==> config.mk <==
export PLATFORM = sky130hd
export DESIGN_NAME = phase_seq_ctrl_flat
export DESIGN_NICKNAME = d
export VERILOG_FILES = /design/src/rtl/phase_seq_ctrl_if.sv /design/src/rtl/phase_seq_ctrl.sv /design/src/flat_wrapper.sv
export SDC_FILE = /design/constraint.sdc
export NUM_CORES = 1
export LEC_CHECK = 0
export ABC_AREA = 1
export BUFFER_PORTS_ARGS = -buffer_cell sky130_fd_sc_hd__clkbuf_2
export CAP_MARGIN = 40
export CELL_PAD_IN_SITES_DETAIL_PLACEMENT = 0
export CELL_PAD_IN_SITES_GLOBAL_PLACEMENT = 2
export CORE_ASPECT_RATIO = 0.9
export CORE_UTILIZATION = 34
export CTS_BUF_LIST = sky130_fd_sc_hd__clkbuf_4
export DETAILED_ROUTE_END_ITERATION = 7
export PLACE_DENSITY = 0.9
export SKIP_CTS_REPAIR_TIMING = 1
export SYNTH_ARGS = -nofsm -noshare
export SYNTH_HDL_FRONTEND = slang
export SYNTH_SLANG_ARGS = --single-unit
==> constraint.sdc <==
create_clock -name clk -period 3.25 [get_ports clk]
set_input_delay 0.1625 -clock clk [delete_from_list [all_inputs] [get_ports clk]]
set_output_delay 0.1625 -clock clk [all_outputs]
set_load 0.005 [all_outputs]
==> src/rtl/phase_seq_ctrl_if.sv <==
// phase_seq_ctrl_if
//   Bundles the control inputs and the phase/strobe outputs of the five-phase
//   instruction sequencer.
//   master : the sequencer (phase_seq_ctrl). It drives phase, the memory request
//            and the per-phase strobes.
//   slave  : the datapath/memory side. It drives run/hlt/resume, the decoded
//            opcode flags and mem_ack.
//   Parameter CNT_W : width of the retired-instruction counter.
interface phase_seq_ctrl_if #(
    parameter int CNT_W = 16
);
    logic             run;
    logic             hlt;
    logic             resume;
    logic             op_hlt;
    logic             op_mem;
    logic             op_store;
    logic             op_wb;
    logic             mem_ack;

    logic [4:0]       phase;
    logic             mem_req;
    logic             mem_we;
    logic             ir_we;
    logic             alu_en;
    logic             reg_we;
    logic             pc_we;
    logic             halted;
    logic             fault;
    logic [CNT_W-1:0] instr_cnt;

    modport master (
        input  run, hlt, resume, op_hlt, op_mem, op_store, op_wb, mem_ack,
        output phase, mem_req, mem_we, ir_we, alu_en, reg_we, pc_we,
               halted, fault, instr_cnt
    );

    modport slave (
        output run, hlt, resume, op_hlt, op_mem, op_store, op_wb, mem_ack,
        input  phase, mem_req, mem_we, ir_we, alu_en, reg_we, pc_we,
               halted, fault, instr_cnt
    );
endinterface

==> src/rtl/phase_seq_ctrl.sv <==
// phase_seq_ctrl
//   Multi-cycle sequencer for the five-phase core (F, R, X, M, W). Produces the
//   one-hot phase vector and per-phase strobes, stalls F and M on the memory
//   req/ack handshake, supports graceful halt/resume and a memory-timeout fault.
//   All outputs are registered from the next state, so they always describe the
//   state the sequencer is currently in.
//
// Ports
//   clk        clock
//   rst        synchronous active-high reset (highest priority)
//   step_mode  only with PHASE_SEQ_STEP_EN: enter HALT after every W
//   bus        phase_seq_ctrl_if.master (run/hlt/resume, opcode flags, mem_ack
//              in; phase, mem_req, mem_we, ir_we, alu_en, reg_we, pc_we,
//              halted, fault, instr_cnt out)
//
// Parameters
//   TMO_W    width of the memory-wait timeout counter
//   TMO_MAX  wait cycles without mem_ack before FAULT (must be < 2**TMO_W)
//   CNT_W    width of the retired-instruction counter
//
// Optional feature macro: PHASE_SEQ_STEP_EN (single-instruction stepping).
module phase_seq_ctrl #(
    parameter int TMO_W   = 8,
    parameter int TMO_MAX = 200,
    parameter int CNT_W   = 16
) (
    input  logic clk,
    input  logic rst,
`ifdef PHASE_SEQ_STEP_EN
    input  logic step_mode,
`endif
    phase_seq_ctrl_if.master bus
);

    typedef enum logic [2:0] {
        S_IDLE,
        S_F,
        S_R,
        S_X,
        S_M,
        S_W,
        S_HALT,
        S_FAULT
    } state_t;

    state_t           state, state_n;
    logic [TMO_W-1:0] tmo_cnt, tmo_n, tmo_inc;
    logic             tmo_hit;
    logic             ack_ok;
    logic             hlt_pend, pend_n;
    logic             step_halt;

    logic [4:0]       phase_q, phase_n;
    logic             mem_req_q, mem_req_n;
    logic             mem_we_q, mem_we_n;
    logic             ir_we_q, ir_we_n;
    logic             alu_en_q, alu_en_n;
    logic             reg_we_q, reg_we_n;
    logic             pc_we_q, pc_we_n;
    logic             halted_q, halted_n;
    logic             fault_q, fault_n;
    logic [CNT_W-1:0] cnt_q, cnt_n;

`ifdef PHASE_SEQ_STEP_EN
    assign step_halt = step_mode;
`else
    assign step_halt = 1'b0;
`endif

    // An ack only counts while a request is actually outstanding.
    assign ack_ok  = bus.mem_ack & mem_req_q;
    assign tmo_inc = tmo_cnt + 1'b1;
    // Reaching TMO_MAX faults only when no ack arrives in that same cycle.
    assign tmo_hit = (tmo_inc == TMO_W'(TMO_MAX));

    always_comb begin
        state_n = state;
        tmo_n   = '0;
        ir_we_n = 1'b0;
        pend_n  = hlt_pend;

        case (state)
            S_IDLE: begin
                if (bus.hlt)      state_n = S_HALT;
                else if (bus.run) state_n = S_F;
            end
            S_F: begin
                if (ack_ok) begin
                    state_n = S_R;
                    ir_we_n = 1'b1;
                end else if (tmo_hit) begin
                    state_n = S_FAULT;
                end else begin
                    tmo_n = tmo_inc;
                end
            end
            S_R: state_n = S_X;
            S_X: begin
                if (bus.op_hlt) state_n = S_HALT;
                else            state_n = S_M;
            end
            S_M: begin
                // mem_req_q is the op_mem captured on entry to M.
                if (!mem_req_q || ack_ok) state_n = S_W;
                else if (tmo_hit)         state_n = S_FAULT;
                else                      tmo_n = tmo_inc;
            end
            S_W: begin
                if (hlt_pend || bus.hlt) state_n = S_HALT;
                else if (step_halt)      state_n = S_HALT;
                else if (bus.run)        state_n = S_F;
                else                     state_n = S_IDLE;
            end
            S_HALT: begin
                if (bus.resume && !bus.hlt) state_n = S_F;
            end
            S_FAULT: state_n = S_FAULT;
            default: state_n = S_IDLE;
        endcase

        // A halt request is remembered only while an instruction is in flight;
        // in IDLE it acts directly and in HALT it is already satisfied.
        if (bus.hlt && (state inside {S_F, S_R, S_X, S_M, S_W})) pend_n = 1'b1;
        if (state_n == S_HALT || state_n == S_FAULT)              pend_n = 1'b0;

        case (state_n)
            S_F:     phase_n = 5'b10000;
            S_R:     phase_n = 5'b01000;
            S_X:     phase_n = 5'b00100;
            S_M:     phase_n = 5'b00010;
            S_W:     phase_n = 5'b00001;
            default: phase_n = 5'b00000;
        endcase

        mem_req_n = (state_n == S_F) || ((state_n == S_M) && bus.op_mem);
        mem_we_n  = (state_n == S_M) && bus.op_mem && bus.op_store;
        alu_en_n  = (state_n == S_X);
        reg_we_n  = (state_n == S_W) && bus.op_wb;
        pc_we_n   = (state_n == S_W);
        halted_n  = (state_n == S_HALT);
        fault_n   = (state_n == S_FAULT);
        cnt_n     = (state == S_W) ? cnt_q + 1'b1 : cnt_q;
    end

    always_ff @(posedge clk) begin
        if (rst) begin
            state     <= S_IDLE;
            tmo_cnt   <= '0;
            hlt_pend  <= 1'b0;
            phase_q   <= '0;
            mem_req_q <= 1'b0;
            mem_we_q  <= 1'b0;
            ir_we_q   <= 1'b0;
            alu_en_q  <= 1'b0;
            reg_we_q  <= 1'b0;
            pc_we_q   <= 1'b0;
            halted_q  <= 1'b0;
            fault_q   <= 1'b0;
            cnt_q     <= '0;
        end else begin
            state     <= state_n;
            tmo_cnt   <= tmo_n;
            hlt_pend  <= pend_n;
            phase_q   <= phase_n;
            mem_req_q <= mem_req_n;
            mem_we_q  <= mem_we_n;
            ir_we_q   <= ir_we_n;
            alu_en_q  <= alu_en_n;
            reg_we_q  <= reg_we_n;
            pc_we_q   <= pc_we_n;
            halted_q  <= halted_n;
            fault_q   <= fault_n;
            cnt_q     <= cnt_n;
        end
    end

    assign bus.phase     = phase_q;
    assign bus.mem_req   = mem_req_q;
    assign bus.mem_we    = mem_we_q;
    assign bus.ir_we     = ir_we_q;
    assign bus.alu_en    = alu_en_q;
    assign bus.reg_we    = reg_we_q;
    assign bus.pc_we     = pc_we_q;
    assign bus.halted    = halted_q;
    assign bus.fault     = fault_q;
    assign bus.instr_cnt = cnt_q;

endmodule
==> src/flat_wrapper.sv <==
// flat-port wrapper written by rule: the top's interface ports become plain ports
module phase_seq_ctrl_flat 
#(
    parameter int TMO_W   = 8,
    parameter int TMO_MAX = 200,
    parameter int CNT_W   = 16
)
  (clk, rst, bus_run, bus_hlt, bus_resume, bus_op_hlt, bus_op_mem, bus_op_store, bus_op_wb, bus_mem_ack, bus_phase, bus_mem_req, bus_mem_we, bus_ir_we, bus_alu_en, bus_reg_we, bus_pc_we, bus_halted, bus_fault, bus_instr_cnt);
  phase_seq_ctrl_if #(.CNT_W(CNT_W)) bus_i ();
  input  logic clk;
  input  logic rst;
  input wire logic [$bits(bus_i.run)-1:0] bus_run;
  input wire logic [$bits(bus_i.hlt)-1:0] bus_hlt;
  input wire logic [$bits(bus_i.resume)-1:0] bus_resume;
  input wire logic [$bits(bus_i.op_hlt)-1:0] bus_op_hlt;
  input wire logic [$bits(bus_i.op_mem)-1:0] bus_op_mem;
  input wire logic [$bits(bus_i.op_store)-1:0] bus_op_store;
  input wire logic [$bits(bus_i.op_wb)-1:0] bus_op_wb;
  input wire logic [$bits(bus_i.mem_ack)-1:0] bus_mem_ack;
  output wire logic [$bits(bus_i.phase)-1:0] bus_phase;
  output wire logic [$bits(bus_i.mem_req)-1:0] bus_mem_req;
  output wire logic [$bits(bus_i.mem_we)-1:0] bus_mem_we;
  output wire logic [$bits(bus_i.ir_we)-1:0] bus_ir_we;
  output wire logic [$bits(bus_i.alu_en)-1:0] bus_alu_en;
  output wire logic [$bits(bus_i.reg_we)-1:0] bus_reg_we;
  output wire logic [$bits(bus_i.pc_we)-1:0] bus_pc_we;
  output wire logic [$bits(bus_i.halted)-1:0] bus_halted;
  output wire logic [$bits(bus_i.fault)-1:0] bus_fault;
  output wire logic [$bits(bus_i.instr_cnt)-1:0] bus_instr_cnt;
  assign bus_i.run = bus_run;
  assign bus_i.hlt = bus_hlt;
  assign bus_i.resume = bus_resume;
  assign bus_i.op_hlt = bus_op_hlt;
  assign bus_i.op_mem = bus_op_mem;
  assign bus_i.op_store = bus_op_store;
  assign bus_i.op_wb = bus_op_wb;
  assign bus_i.mem_ack = bus_mem_ack;
  assign bus_phase = bus_i.phase;
  assign bus_mem_req = bus_i.mem_req;
  assign bus_mem_we = bus_i.mem_we;
  assign bus_ir_we = bus_i.ir_we;
  assign bus_alu_en = bus_i.alu_en;
  assign bus_reg_we = bus_i.reg_we;
  assign bus_pc_we = bus_i.pc_we;
  assign bus_halted = bus_i.halted;
  assign bus_fault = bus_i.fault;
  assign bus_instr_cnt = bus_i.instr_cnt;
  phase_seq_ctrl #(.TMO_W(TMO_W), .TMO_MAX(TMO_MAX), .CNT_W(CNT_W)) u_core (.clk(clk), .rst(rst), .bus(bus_i));
endmodule
==> results.ini, run 1 <==
[run_status]
status = complete, no violations

[sta]
setup_slack_ns = 1.45
skew_ns = 0.00899
setup_violations = 0
rsz0062_at_grt = false
final.period_utilization_pct = 55.2
max_freq_ghz = 0.557
hold_violations = 0
max_slew_margin_pct = 71.6
slew_viol_final = 0
tns_ns = 0
tightest_slew_ns = 0.427
fin_crit_ns = 1.80

[placed_design]
postPlaceCellArea_um2 = 2210
gp_congestion = 0.770
dp_hpwl_um = 3230
io_buffers = 38
place_ws_ns = 1.47

[worst_setup_path]
path_cells = ha_1 -> nand2_1 -> nor2_1 -> nand2_1 -> nand2_1 -> nand2_2 -> nor2_4 -> nand2_2 -> nand2_1 -> nand2_1 -> nand3_2 -> nand2_2 -> nor3_2
crit_family = simple AND/OR/NAND/NOR gates
slowest_delay_ns = 0.41
required_ns = 3.53
cpMostUsedCell = nand2_1
cp-end-kind = flop
path_buf_inv = 0
crit_fanout = 5
arrival_ns = 2.08
crit_slowest_cell = dfxtp_1
critPathKind = reg2reg
start_kind = flop

[power_and_ir_drop]
p_int_w = 0.000885
peakVddDrop_mv = 0.326
p_switching_w = 0.000541
power_frac_comb_pct = 33.6
power_frac_seq_pct = 42.7
powerDensity_nw_per_um2 = 621
swShare_pct = 37.9
power_frac_clock_pct = 23.7
p_leak_nw = 1.00

[routing]
dr_wl_met2_um = 1690
met1_length_um = 2310
drt-initial-drc-count = 74
maxUsedRoutingLayer = met4
wire_per_inst_um = 11.6
wl_met3_um = 230
ant_nets = 0
drt_wl_total_um = 4310
viasPerCell = 4.62
drt_pass1_iterations = 4
drc = 0
num_vias = 1715

[clock_network]
numCtsBuffers = 5
clk_latency_ns = 0.35
root_buffer = clkbuf_4
clock-sinks = 40
cts_max_level = 2
cts_tree = yes
cts_max_path_buffers = 2
clk_pin_slew_ns = 0.12

[global_route]
grt_pass1_wl_um = 7310
overflow = 0
antenna_found_initial = 0
grt_pass1_vias = 1546
gr-usage-all-layers_pct = 16.1
grt_max_degree = 19

[synth]
synth_edf_count = 0
syn_nets = 273
synth.avg_cell_area_um2 = 7.49
ys_async_sr_fraction_pct = 0
yosysTopAreaCell = dfxtp_1
ys_types = 33
synth_ff_type = dfxtp_1
yosys.area.top_type_share_pct = 40.9
synthCells = 261
syn-cell-area_um2 = 1960
yosys-top-cells-area = dfxtp_1, nand2_1, nor2_1
seq_area_frac_synth_pct = 40.9
ys_warn_count = 0
ys_ff_latch = 40

[die]
fp.dieH_um = 74.0
io_pins = 39
placeableCoreArea_um2 = 5380
initial_core_util_pct = 36.3
die_area_um2 = 6060
placementRows = 25
dieWidth_um = 81.9

[flow_run]
maxCapViolations = 0

[final_layout]
fin_util_pct = 42.7
nets = 315
area_growth_syn_to_layout_pct = 17.5
postLayoutCellArea_um2 = 2300
diodes = 0
drive_gt1_share_pct = 27.0

[min_path]
holdCritPathClass = in2reg

sequential cells by signal, summed over array words and instances, names as in the netlist, 3 cells and up:
signal	count
u_core.bus.instr_cnt	16
u_core.tmo_cnt	8
u_core.bus.phase	4
u_core.state	3
path summary, 6_finish.rpt:
check	endpoint	from	depth (start not counted)	slack, ns
max reg2reg	u_core.bus.reg_we	u_core.tmo_cnt[0]	13	1.45
max	u_core.bus.reg_we	u_core.tmo_cnt[0]	13	1.45
min	u_core.bus.mem_we	bus_op_store	3	0.05
min reg2reg	u_core.bus.instr_cnt[15]	u_core.bus.instr_cnt[15]	1	0.47
power by group through the flow:
stage / logic (W) / registers [W] / clock network, W
floorplan: 0.000368 / 0.000603 / 0
global placement: 0.000485 / 0.000621 / 0
detailed placement: 0.000476 / 0.000619 / 0
CTS: 0.000483 / 0.000609 / 0.000354
global route: 0.000561 / 0.000619 / 0.000371
finish: 0.000480 / 0.000608 / 0.000338
synthesized netlist by cell type, types with 3 or more instances:
library cell and instances:
o21ai_1 3, nand4_1 6, nor2_4 7, nand3_1 16
nand2_1 44, nor2_1 34, inv_2 4, nor3_2 4
nand2_2 13, dfxtp_1 40, o21ai_0 6, a21oi_1 17
inv_1 33, o21a_1 4, nor3_1 4
cell type report:
cell class / count / area, µm²
flip-flops and latches: 40 / 801
repair buffers: 39 / 200
well taps: 67 / 83.8
inverters: 38 / 143
multi-input cells: 179 / 990
clock inverters: 2 / 35.0
fillers: 573 / 3080
clock buffers: 6 / 45.0
worst reg2reg max path: cells and delay by family, from the launching register on:
kind	cells	cell delay, ns
and+or+nand+nor	12	1.12
adders and majority gates	1	0.21
DFF	1	0.41
per-stage QoR:
step | hold WS [ns] | power (W) | instances
2_1_floorplan | 0.294 | 0.000971 | 261
3_3_place_gp | 0.382 | 0.00111 | 362
3_5_place_dp | 0.388 | 0.00110 | 362
4_1_cts | -0.00355 | 0.00145 | 370
5_1_grt | 0.0466 | 0.00155 | 371
6_report | 0.0503 | 0.00143 | 371
per-layer routing:
layer  global-route usage, %  up-vias
met5                       0        -
met4                    6.43        0
met3                    3.68        8
met2                    21.9       44
met1                    24.1      734
li1                        -      929
placed cells by master (no fill, tap or decap), types with 6 or more instances in the layout:
cell and instances:
dfxtp_1 40, nand2_1 44, nand4_1 6, clkbuf_4 6, nor2_1 34, inv_1 33, nand3_1 16, nand2_2 13
clkbuf_2 38, nor2_4 7, o21ai_0 6, a21oi_1 17
cells by family after synthesis:
group                      after synthesis  synth area share [%]
and+or+nand+nor                        141                  38.6
xor gates and xnor gates                 1                 0.448
DFF                                     40                  40.9
buffers and inverters                   42                  8.44
AOI/OAI and AO/OA                       35                  10.3
adders and majority gates                2                  1.28
Power figures use the tool's default switching activity.
==> inputs of run 2 (changes only) <==
Settings changed: CORE_UTILIZATION 34 to 32, PLACE_DENSITY 0.9 to 0.86.
Clock period 3.25 ns to 1.85 ns, I/O delays scaled along.
==> results.ini, run 2 (same netlist as run 1, synthesis figures left out) <==
[run_status]
status = complete, but fails checks
failed_checks = design-rule violations

[power_and_ir_drop]
powerDensity_nw_per_um2 = 1090  ; +75%
peakVddDrop_mv = 0.459  ; +41%
p_leak_nw = 1.05  ; +4.6%

[global_route]
gr-usage-all-layers_pct = 14.3  ; -1.8 points
grt_max_degree = 19  ; unchanged
grt_pass1_vias = 1498  ; -3.1%
antenna_found_initial = 0  ; unchanged
overflow = 0  ; unchanged
grt_pass1_wl_um = 7230  ; -1.0%

[final_layout]
postLayoutCellArea_um2 = 2410  ; +5.1%
area_growth_syn_to_layout_pct = 23.4
multi_input_area_um2 = 1020  ; +2.8%
final_cell_mix = nand2_1, clkbuf_2, dfxtp_1
fill_cells = 621  ; +8.4%
seq_area_um2 = 806  ; +0.63%
nets = 324  ; +2.9%
layout_commonest_cell = nand2_1
drive_gt1_share_pct = 30.0  ; +3.1 points
fin_util_pct = 41.7  ; -1.0 points
largest_register_ffs = 16  ; unchanged
final_cells = 383  ; +3.2%
diodes = 0  ; unchanged

[sta]
tightest_slew_ns = 0.436  ; +0.00966 ns
max_slew_margin_pct = 70.9  ; -0.64 points
final.period_utilization_pct = 90.9  ; +36 points
hold_violations = 0  ; unchanged
setup_violations = 0  ; unchanged
fin_crit_ns = 1.68  ; -0.114 ns
rsz0062_at_grt = false
tns_ns = 0  ; unchanged
setup_slack_ns = 0.169  ; -1.29 ns
max_freq_ghz = 0.595  ; +6.8%
slew_viol_final = 0  ; unchanged
skew_ns = 0.0101  ; +0.00108 ns

[clock_network]
clk_pin_slew_ns = 0.13  ; about the same
cts_max_level = 2  ; unchanged
root_buffer = clkbuf_4
numCtsBuffers = 5  ; unchanged
clock-sinks = 40  ; unchanged
cts_tree = yes
clk_latency_ns = 0.37  ; +0.02 ns
cts_max_path_buffers = 2  ; unchanged

[placed_design]
gp_congestion = 0.817  ; +6.1%
dp_hpwl_um = 3290  ; +2.0%
place_ws_ns = 0.0725  ; -1.40 ns
io_buffers = 38  ; unchanged
postPlaceCellArea_um2 = 2240  ; +1.5%
dp_cells = 369  ; +1.9%

[die]
placementRows = 26  ; +4.0%
io_pins = 39  ; unchanged
initial_core_util_pct = 33.8  ; -2.6 points
dieWidth_um = 84.4  ; +3.0%
fp.dieH_um = 76.2  ; +3.0%
die_area_um2 = 6430  ; +6.1%
placeableCoreArea_um2 = 5790  ; +7.6%

[worst_setup_path]
required_ns = 2.15  ; -1.38 ns
cp-end-kind = flop
r2r_end = u_core.bus.phase[0]
arrival_ns = 1.98  ; -0.10 ns
crit_slowest_cell = dfxtp_4
start_kind = flop
crit_fanout = 5  ; unchanged
path_cells = ha_4 -> nand2_1 -> nor2_1 -> nand2_1 -> nand2_1 -> nand2_2 -> nor2_4 -> nand2_2 -> nand2_1 -> nand2_1 -> nand3_2 -> nand2_2 -> nor2_1
slowest_delay_ns = 0.40  ; about the same
reg2reg_from = u_core.tmo_cnt[0]
ff2ff_setup_slack_ns = 0.17  ; -1.29 ns
cpMostUsedCell = nand2_1
critPathKind = reg2reg
reg2reg_depth = 13  ; unchanged

[routing]
viasPerCell = 4.64  ; +0.37%
drt_wl_total_um = 4370  ; +1.3%
ant_nets = 0  ; unchanged
drc = 4  ; +4
num_vias = 1777  ; +3.6%
wire_per_inst_um = 11.4  ; -1.9%
drt-initial-drc-count = 59  ; -20%
drt_pass1_iterations = 6  ; +2

[min_path]
min_to = u_core.bus.ir_we
hold_depth = 3  ; unchanged
holdCritPathClass = in2reg
min_from = bus_mem_ack

[flow_run]
maxCapViolations = 0  ; unchanged

## run 2: changes by cell type in the layout (fill, tap and decap cells not counted), moves of 2 or more
cell / before / now
buf_4: 0 / 6
clkinv_4: 0 / 2
dfxtp_1: 40 / 38
dlygate4sd3_1: 1 / 4
nand3_1: 16 / 14
nand3_2: 2 / 4
## run 2: worst max-delay path: cells and delay by family (launching register included)
kind / cells / cell delay [ns]
fa+ha+maj: 1 / 0.14
simple gates: 12 / 1.10
flops: 1 / 0.40
## run 2: where the power goes
| group | internal, W | switching [W] |
|---|---|---|
| registers | 0.000973 | 0.0000833 |
| clock network | 0.000289 | 0.000324 |
| logic | 0.000351 | 0.000598 |
| total | 0.00161 | 0.00101 |
## run 2: area by class of cell
type	instances	share of cell area, %
Clock buffer	5	1.56
Clock inverter	3	1.97
Inverter	38	5.91
Multi-Input combinational cell	179	42.1
Sequential cell	40	33.4
Tap cell	70	3.63
Timing Repair Buffer	48	11.4
## run 2: per-stage QoR
step                      total power, W  hold WS (ns)
after floorplan                  0.00171         0.224
after global placement           0.00200         0.324
after detailed placement         0.00199         0.322
after CTS                        0.00261       -0.0864
after global routing             0.00281        0.0797
final                            0.00262         0.106
## run 2: worst max path at each step
stage	to	startpoint	cells past startpoint	slack (ns)
finish	u_core.bus.phase[0]	u_core.tmo_cnt[0]	13	0.17
global route	u_core.bus.phase[0]	u_core.tmo_cnt[0]	13	0.007
CTS	u_core.bus.phase[4]	u_core.tmo_cnt[0]	14	0.05
detailed placement	u_core.bus.phase[4]	u_core.tmo_cnt[0]	14	0.07
global placement	u_core.bus.phase[4]	u_core.tmo_cnt[0]	14	0.12
floorplan	u_core.hlt_pend	u_core.tmo_cnt[0]	13	0.23
## run 2: layer usage
layer | vias up | GRT usage (%) | wire (µm)
met4 | 0 | 6.61 | 69
met3 | 6 | 3.58 | 201
met1 | 779 | 21.3 | 2300
li1 | 950 | - | -
met2 | 42 | 19.1 | 1790
met5 | - | 0 | 0
==> inputs of run 3 (changes only) <==
Settings changed: CORE_UTILIZATION 32 to 30, CTS_BUF_LIST sky130_fd_sc_hd__clkbuf_4 to default, PLACE_DENSITY 0.86 to 0.81.
==> results.ini, run 3 (same netlist as run 1, synthesis figures left out) <==
[worst_setup_path]
crit_start = u_core.tmo_cnt[0]
ff2ff_setup_slack_ns = 0.17  ; about the same
arrival_ns = 1.87  ; -0.11 ns
cpMostUsedCell = nand2_2
slowest_delay_ns = 0.38  ; -0.02 ns
cp_num_cells = 12  ; -1
required_ns = 2.04  ; -0.11 ns
path_cells = buf_4 -> nand3_1 -> o21ai_1 -> nand2_1 -> nor2_4 -> nand2_2 -> nand2_2 -> nand2_2 -> nand2_4 -> nand2_2 -> nand3_1 -> nand2_1
crit_family = simple AND/OR/NAND/NOR gates
critPathKind = reg2reg
cp-end-kind = flop
start_kind = flop
path_buf_inv = 1  ; +1
r2r_end = u_core.bus.mem_req
reg2reg_from = u_core.tmo_cnt[0]
crit_slowest_cell = dfxtp_4
reg2reg_depth = 12  ; -1
crit_fanout = 4  ; -1

[final_layout]
drive_gt1_share_pct = 31.7  ; +1.7 points
area_growth_syn_to_layout_pct = 24.6
final_cells = 396  ; +3.4%
diodes = 0  ; unchanged
final_cell_mix = nand2_1, clkbuf_2, dfxtp_1
largest_register_ffs = 16  ; unchanged
layout_commonest_cell = nand2_1
nets = 320  ; -1.2%

[die]
dieWidth_um = 87.1  ; +3.2%
fp.dieH_um = 78.6  ; +3.2%
die_area_um2 = 6850  ; +6.5%
placementRows = 27  ; +3.8%
placeableCoreArea_um2 = 6220  ; +7.3%
initial_core_util_pct = 31.5  ; -2.3 points
io_pins = 39  ; unchanged

[clock_network]
clock-sinks = 40  ; unchanged
cts_max_path_buffers = 2  ; unchanged
cts_tree = yes
root_buffer = clkbuf_8
cts_max_level = 2  ; unchanged
numCtsBuffers = 5  ; unchanged
clk_latency_ns = 0.30  ; -0.07 ns
clk_pin_slew_ns = 0.07  ; -0.06 ns

[routing]
drt_wl_total_um = 4380  ; +0.37%
drt_pass1_iterations = 4  ; -2
num_vias = 1739  ; -2.1%
wire_per_inst_um = 11.1  ; -2.9%
drc = 0  ; -4
ant_nets = 0  ; unchanged
drt-initial-drc-count = 95  ; +61%
viasPerCell = 4.39  ; -5.4%

[min_path]
holdCritPathClass = in2reg
hold_depth = 3  ; unchanged
min_to = u_core.bus.reg_we
min_from = bus_op_wb

[sta]
max_freq_ghz = 0.594  ; -0.21%
slew_viol_final = 0  ; unchanged
setup_violations = 0  ; unchanged
max_slew_margin_pct = 71.2  ; +0.32 points
skew_ns = 0.0111  ; +0.000979 ns
rsz0062_at_grt = false
final.period_utilization_pct = 91.0  ; +0.19 points
fin_crit_ns = 1.68  ; +0.00352 ns
tightest_slew_ns = 0.432  ; -0.00473 ns
setup_slack_ns = 0.166  ; -0.00352 ns
tns_ns = 0  ; unchanged
hold_violations = 0  ; unchanged

[placed_design]
dp_cells = 387  ; +4.9%
place_ws_ns = 0.0658  ; -0.00675 ns
dp_hpwl_um = 3360  ; +2.1%
io_buffers = 38  ; unchanged
gp_congestion = 0.765  ; -6.3%

[power_and_ir_drop]
peakVddDrop_mv = 0.502  ; +9.3%
powerDensity_nw_per_um2 = 1130  ; +3.9%
p_leak_nw = 1.04  ; -0.33%

[global_route]
grt_pass1_wl_um = 7400  ; +2.4%
use_met2_pct = 18.6  ; -0.52 points
grt_pass1_vias = 1574  ; +5.1%
grt_max_degree = 19  ; unchanged
use_met3_pct = 3.58  ; about the same
antenna_found_initial = 0  ; unchanged
overflow = 0  ; unchanged
met1_usage_pct = 21.4  ; +0.046 points
top_usage_layer = met1
gr-usage-all-layers_pct = 14.1  ; -0.24 points

[run_status]
status = complete, no violations

[flow_run]
maxCapViolations = 0  ; unchanged

-- run 3: cell types whose count changed in the layout (fill, tap and decap cells not counted), moves of 2 or more --
cell	before	now
dfxtp_1	38	35
nand3_2	4	2
clkbuf_4	5	0
clkinv_4	2	0
clkbuf_8	0	5
nand2_2	13	15
nand3_1	14	16
nor3_2	4	2
dlygate4sd3_1	4	0
nor3_4	0	2
dfxtp_2	1	3
nand2_1	44	42
-- run 3: final cells by class --
class | instances | area [µm²]
clock inverter | 3 | 42.5
multi-input combinational | 179 | 1030
inverter | 38 | 143
clock buffer | 5 | 68.8
timing repair buffer | 44 | 235
sequential | 40 | 812
tap | 87 | 109
fill | 680 | 3780
-- run 3: power by group --
group          switching [W]  internal (W)
sequential         0.0000839      0.000973
combinational       0.000615      0.000355
clock               0.000320      0.000399
-- run 3: per-stage QoR --
| stage | util (%) | cell area, µm² | hold slack, ns | power (W) |
|---|---|---|---|---|
| global route | 39.2 | 2440 | 0.0297 | 0.00296 |
| floorplan | - | 1960 | 0.224 | 0.00171 |
| finish | 39.2 | 2440 | 0.0142 | 0.00275 |
| global placement | 36.5 | 2270 | 0.322 | 0.00201 |
| detailed placement | 36.5 | 2270 | 0.324 | 0.00199 |
| CTS | 38.3 | 2380 | 0.00516 | 0.00272 |
-- run 3: metal layers --
layer	vias up	part of all wire, %
met1	746	55
met5	-	0
met2	47	37
li1	939	-
met3	7	5.8
met4	0	1.6
-- run 3: worst max path at each step --
stage	to	slack, ns
after floorplan	u_core.hlt_pend	0.23
after global routing	u_core.bus.mem_we	0.01
after CTS	u_core.bus.mem_req	0.05
after global placement	u_core.bus.mem_req	0.13
final	u_core.bus.mem_req	0.17
after detailed placement	u_core.bus.mem_req	0.07
-- run 3: worst register-to-register path, cell delays in order (launching register included) --
cell     delay (ns)
dfxtp_4        0.38
buf_4          0.11
nand3_1        0.10
o21ai_1        0.18
nand2_1        0.11
nor2_4         0.16
nand2_2        0.09
nand2_2        0.06
nand2_2        0.08
nand2_4        0.09
nand2_2        0.06
nand3_1        0.10
nand2_1        0.06
